===== config.mk =====
export PLATFORM = sky130hd
export DESIGN_NAME = sram_access_ctrl
export DESIGN_NICKNAME = d
export VERILOG_FILES = /design/src/rtl/sram_access_ctrl.sv
export SDC_FILE = /design/constraint.sdc
export NUM_CORES = 1
export LEC_CHECK = 0
export CAP_MARGIN = 20
export CORE_MARGIN = 2
export CORE_UTILIZATION = 29
export CTS_CLUSTER_SIZE = 25
export DETAILED_ROUTE_END_ITERATION = 6
export PLACE_DENSITY_LB_ADDON = 0.25
export SYNTH_ARGS = -nofsm -noshare
export SYNTH_HDL_FRONTEND = slang
export SYNTH_SLANG_ARGS = --single-unit

===== constraint.sdc =====
create_clock -name clk -period 1.6 [get_ports clk]
set_input_delay 0.48 -clock clk [delete_from_list [all_inputs] [get_ports clk]]
set_output_delay 0.48 -clock clk [all_outputs]
set_load 0.05 [all_outputs]

===== src/rtl/sram_access_ctrl.sv =====
// Two-master round-robin arbiter and precharge/wordline/sense sequencer for the
// 64-word SRAM macro. Every output is a flop: the array-facing strobes, the
// busy flag and the done pulses show the state of the previous cycle, and the
// grant pulse is set on the same edge that latches the request. As a result
// the wordline decoder and the masters never see a combinational path.
//
// state | meaning
// IDLE  | waiting for a request; arbitration happens here
// PRE   | bitline precharge, PRE_CYCLES cycles
// WL    | wordline on (write drivers on for a write), WL_CYCLES cycles
// SENSE | sense amps fire for a read; nothing is driven for a write
// RESP  | done pulse to the winning master is scheduled
module sram_access_ctrl #(
  parameter int DATA_W     = 8,
  parameter int ADDR_W     = 6,
  parameter int PRE_CYCLES = 1,
  parameter int WL_CYCLES  = 1
) (
  input  logic              clk,
  input  logic              rst_n,
  input  logic              m0_req,
  input  logic              m0_we,
  input  logic [ADDR_W-1:0] m0_addr,
  input  logic [DATA_W-1:0] m0_wdata,
  output logic              m0_gnt,
  output logic              m0_done,
  output logic [DATA_W-1:0] m0_rdata,
  input  logic              m1_req,
  input  logic              m1_we,
  input  logic [ADDR_W-1:0] m1_addr,
  input  logic [DATA_W-1:0] m1_wdata,
  output logic              m1_gnt,
  output logic              m1_done,
  output logic [DATA_W-1:0] m1_rdata,
  output logic [ADDR_W-1:0] arr_addr,
  output logic              arr_pre_n,
  output logic              arr_wl_en_n,
  output logic              arr_we,
  output logic [DATA_W-1:0] arr_wdata,
  output logic              arr_sae,
  input  logic [DATA_W-1:0] arr_rdata,
  output logic              busy
);

  typedef enum logic [2:0] {IDLE, PRE, WL, SENSE, RESP} state_t;

  localparam logic [3:0] PRE_LOAD = 4'(PRE_CYCLES - 1);
  localparam logic [3:0] WL_LOAD  = 4'(WL_CYCLES - 1);

  state_t            state, state_nxt;
  logic [3:0]        pre_cnt, pre_cnt_nxt;
  logic [3:0]        wl_cnt, wl_cnt_nxt;
  logic              rr_ptr;      // 1: master 1 wins the next tie
  logic              win;         // id of the master being served
  logic              we_l;
  logic [DATA_W-1:0] wdata_l;
  logic              grant_any;
  logic              grant_id;

  // Round-robin pick; only meaningful while IDLE
  always_comb begin
    grant_any = (state == IDLE) && (m0_req || m1_req);
    grant_id  = (m0_req && m1_req) ? rr_ptr : m1_req;
  end

  // Next-state and phase-counter logic
  always_comb begin
    state_nxt   = state;
    pre_cnt_nxt = pre_cnt;
    wl_cnt_nxt  = wl_cnt;
    case (state)
      IDLE: begin
        if (grant_any) begin
          state_nxt   = PRE;
          pre_cnt_nxt = PRE_LOAD;
        end
      end
      PRE: begin
        if (pre_cnt == 4'd0) begin
          state_nxt  = WL;
          wl_cnt_nxt = WL_LOAD;
        end else begin
          pre_cnt_nxt = pre_cnt - 4'd1;
        end
      end
      WL: begin
        if (wl_cnt == 4'd0) state_nxt = SENSE;
        else                wl_cnt_nxt = wl_cnt - 4'd1;
      end
      SENSE:   state_nxt = RESP;
      RESP:    state_nxt = IDLE;
      default: state_nxt = IDLE;
    endcase
  end

  // State and phase counters
  always_ff @(posedge clk or negedge rst_n) begin
    if (!rst_n) begin
      state   <= IDLE;
      pre_cnt <= 4'd0;
      wl_cnt  <= 4'd0;
    end else begin
      state   <= state_nxt;
      pre_cnt <= pre_cnt_nxt;
      wl_cnt  <= wl_cnt_nxt;
    end
  end

  // Latch the winning request and move the round-robin pointer on a grant
  always_ff @(posedge clk or negedge rst_n) begin
    if (!rst_n) begin
      rr_ptr   <= 1'b0;
      win      <= 1'b0;
      we_l     <= 1'b0;
      wdata_l  <= '0;
      arr_addr <= '0;
    end else if (grant_any) begin
      rr_ptr   <= ~grant_id;
      win      <= grant_id;
      we_l     <= grant_id ? m1_we    : m0_we;
      wdata_l  <= grant_id ? m1_wdata : m0_wdata;
      arr_addr <= grant_id ? m1_addr  : m0_addr;
    end
  end

  // Registered grant, array strobes, done pulses and busy
  always_ff @(posedge clk or negedge rst_n) begin
    if (!rst_n) begin
      m0_gnt      <= 1'b0;
      m1_gnt      <= 1'b0;
      arr_pre_n   <= 1'b1;
      arr_wl_en_n <= 1'b1;
      arr_we      <= 1'b0;
      arr_wdata   <= '0;
      arr_sae     <= 1'b0;
      m0_done     <= 1'b0;
      m1_done     <= 1'b0;
      busy        <= 1'b0;
    end else begin
      m0_gnt      <= grant_any && !grant_id;
      m1_gnt      <= grant_any && grant_id;
      arr_pre_n   <= (state != PRE);
      arr_wl_en_n <= (state != WL);
      arr_we      <= (state == WL) && we_l;
      arr_wdata   <= ((state == WL) && we_l) ? wdata_l : '0;
      arr_sae     <= (state == SENSE) && !we_l;
      m0_done     <= (state == RESP) && !win;
      m1_done     <= (state == RESP) && win;
      busy        <= (state != IDLE);
    end
  end

  // Capture sensed data at the end of the sense-enable cycle
  always_ff @(posedge clk or negedge rst_n) begin
    if (!rst_n) begin
      m0_rdata <= '0;
      m1_rdata <= '0;
    end else if (arr_sae) begin
      if (win) m1_rdata <= arr_rdata;
      else     m0_rdata <= arr_rdata;
    end
  end

endmodule

==> qor.txt <==
Status = finished clean
Min-Delay Path Class = primary input to asynchronous set/reset pin
Standard-cell rows = 34
CP Max Fanout = 6
Pleak = 1.846 nW
Largest cells by area after synthesis = dfrtp_1, mux2_2, a221o_1
Core Area = 0.008551 mm2
Reg-to-reg critical path startpoint = pre_cnt[1]
Inst Count DP = 376
Clk Tree Root Cell = clkbuf_8
Routed Antenna Nets = 0
Largest area contributor in the netlist = dfrtp_1
Largest net degree at the start of global routing = 29
Cell variety after synth = 42
Post-synth net total = 232
Gpl congestion = 0.7909
Unrepaired setup endpoints after global routing = true
Post-synth ARST share = 1.000
Final setup viols = 0
Full die area = 0.009451 mm2
Simple-Gate Fraction of Synth Area = 0.09881
Compound-cell area share of the yosys netlist = 0.1509
Worst Setup Start Kind = primary input
Max-slew violations = 0
Commonest cells after routing, fill and taps aside = dfrtp_1, buf_12, clkdlybuf4s50_1
Pre-CTS setup slack = -0.2950 ns
Req. time, crit path = 1.87 ns
Sequential Area = 0.001530 mm2
CTS Sinks = 61
Critical setup path kind = primary input to flop
DIE WIDTH = 97.22 um
Register area share after synthesis = 0.6068
Vias in the first global route = 1979
Synth Register Bits = 61
Combinational family with the most area after synthesis = compound AO/OA/AOI/OAI gates
Nets = 327
DRC = 0
Area Growth Syn to Fin = 65.29%
Adder-cell share of the synthesized area = 0.01986
YS warnings = 0
Min cycle time layout = 1.546 ns
Layout Cells excl Fill = 394
Die height = 97.22 um
Port Buffers = 80
R2R depth = 5
Worst Path Arrival = 1.82 ns
Most used flip-flop cell after synthesis = dfrtp_1
Top Ports = 81
Synthesized area per cell = 13.55 um2
Pwr dens = 2050 mW/mm2
Crit. End Element = flop
CTS Hold Bufs = 0
# fillers = 770
Post-synth EDFFs = 0
Total global routing overflow = 0
N_diodes = 0
Commonest non-fill, non-tap cell in the layout = dfrtp_1
CTS max path bufs = 2
Worst IR Drop VDD = 0.9130 mV
Post-synthesis xor/xnor area fraction = 0.003476
Post-detail-place hpwl = 4373 um
Clk pin slew, worst setup/hold paths = 0.07 ns
Vias per cell = 4.848
Routed WL = 6059 um
Slew @ Worst Pin = 0.4015 ns
1st-iter DRT viols = 64
Mux share of post-synthesis cell area = 0.07944
F_max = 647.0 MHz
Via Count = 1910
Worst rel slew slack = 0.7323
First-pass GRT wire length = 9922 um
Final Hold Fails = 0
# H-tree levels = 3
WL per Instance = 15.38 um
Multi-input logic area = 930.9 um2
Cell Area, Synth = 0.002520 mm2
Setup slack, reg-to-reg = 0.08 ns
Final critical-path share of the clock period = 0.9660
Top cell type's share of synthesized area = 0.5859
Setup Skew = 0.006721 ns
Post-synthesis cell count = 186
Final worst slack = 0.05443 ns
Initial antenna violation count = 0
CTS tree = yes
R2r endpoint = pre_cnt[3]
Tot GR Track Use = 0.1335
Max-cap violations = 0
Layout cells sized above 1 = 0.3531
Initial DRT Pass Iterations = 5
Initial Util = 0.2947
Worst-Skew Late Latency = 0.33 ns
Total CTS buffers = 9
-- state kept, by name, summed over array words and instances (netlist names) --
| name | cells |
|---|---|
| arr_addr | 6 |
| arr_pre_n | 1 |
| arr_sae | 1 |
| arr_wdata | 8 |
| arr_we | 1 |
| arr_wl_en_n | 1 |
| busy | 1 |
| m0_done | 1 |
| m0_gnt | 1 |
| m0_rdata | 8 |
| m1_done | 1 |
| m1_gnt | 1 |
| m1_rdata | 8 |
| pre_cnt | 4 |
| rr_ptr | 1 |
| state | 3 |
| wdata_l | 8 |
| we_l | 1 |
| win | 1 |
| wl_cnt | 4 |
-- worst max-delay path by stage --
stage / startpoint / endpoint / slack, ns / depth (start not counted)
floorplan: arr_sae / m0_rdata[0] / 0.04 / 3
global placement: m1_req / wdata_l[7] / -0.26 / 5
detailed placement: m1_req / arr_addr[1] / -0.30 / 5
CTS: state[1] / wdata_l[2] / 0.01 / 4
global route: pre_cnt[1] / pre_cnt[3] / -0.03 / 5
finish: m1_req / wdata_l[2] / 0.05 / 5
-- cells in the mapped netlist, types with 2 or more instances --
master,count
dfrtp_1,59
mux2_2,16
a221o_1,15
a21boi_0,14
and3_1,9
clkbuf_1,6
inv_1,6
a21o_1,4
buf_6,4
ha_1,4
nand2_1,4
nand2b_1,4
nor3_1,3
a22oi_1,2
dfstp_2,2
inv_2,2
mux2i_1,2
nor2b_1,2
nor3b_1,2
nor3b_2,2
o22ai_1,2
o2bb2ai_1,2
-- power by group --
part           internal, mW  switching [mW]
clock network         0.723           0.638
registers              2.11           0.543
logic                  2.31            2.21
total                  5.15            3.39
-- through the flow --
| stage | TNS [ns] | hold slack (ns) | cell area [um2] | util | power, mW |
|---|---|---|---|---|---|
| global placement | -5.005 | 0.4382 | 3904 | 0.4565 | 7.082 |
| floorplan | 0 | 0.1844 | 2520 | - | 4.844 |
| global route | -0.08154 | 0.06805 | 4165 | 0.4871 | 8.932 |
| CTS | 0 | 0.06194 | 4108 | 0.4804 | 8.545 |
| finish | 0 | 0.06926 | 4165 | 0.4871 | 8.540 |
| detailed placement | -5.284 | 0.4362 | 3904 | 0.4565 | 7.141 |
-- cell families (layout without fill, tap and decap cells) --
| group | count (synthesis) | count (layout) |
|---|---|---|
| compound gates | 46 | 46 |
| xor+xnor | 1 | 1 |
| buf+inv | 19 | 119 |
| flops | 61 | 61 |
| simple gates | 37 | 37 |
| mux | 18 | 18 |
| fa+ha+maj | 4 | 4 |
-- metal layers --
metal | track usage | part of all wire | up-vias
li1 | - | - | 876
met1 | 0.1675 | 0.45 | 946
met4 | 0.07799 | 0.021 | 0
met5 | 0 | 0 | -
met3 | 0.03094 | 0.058 | 8
met2 | 0.2110 | 0.48 | 80
-- critical path, cell delays in order --
cell             delay (ns)
clkdlybuf4s50_1        0.45
or2_1                  0.29
buf_4                  0.17
a21boi_0               0.27
a221o_1                0.16
-- cell type report --
class / count / area share
well taps: 108 / 0.03244
flip-flops and latches: 61 / 0.3674
clock buffers: 9 / 0.02974
repair buffers: 95 / 0.3217
clock inverters: 7 / 0.01802
inverters: 8 / 0.007209
multi-input cells: 106 / 0.2235
-- repair_timing --
action / CTS / global route
buffers inserted: 0 / 2
gates resized for setup: 1 / 9
endpoints found under the setup margin: 4 / 22
pin swaps: 0 / 1
Note: power is estimated with default switching activity, not from simulation.
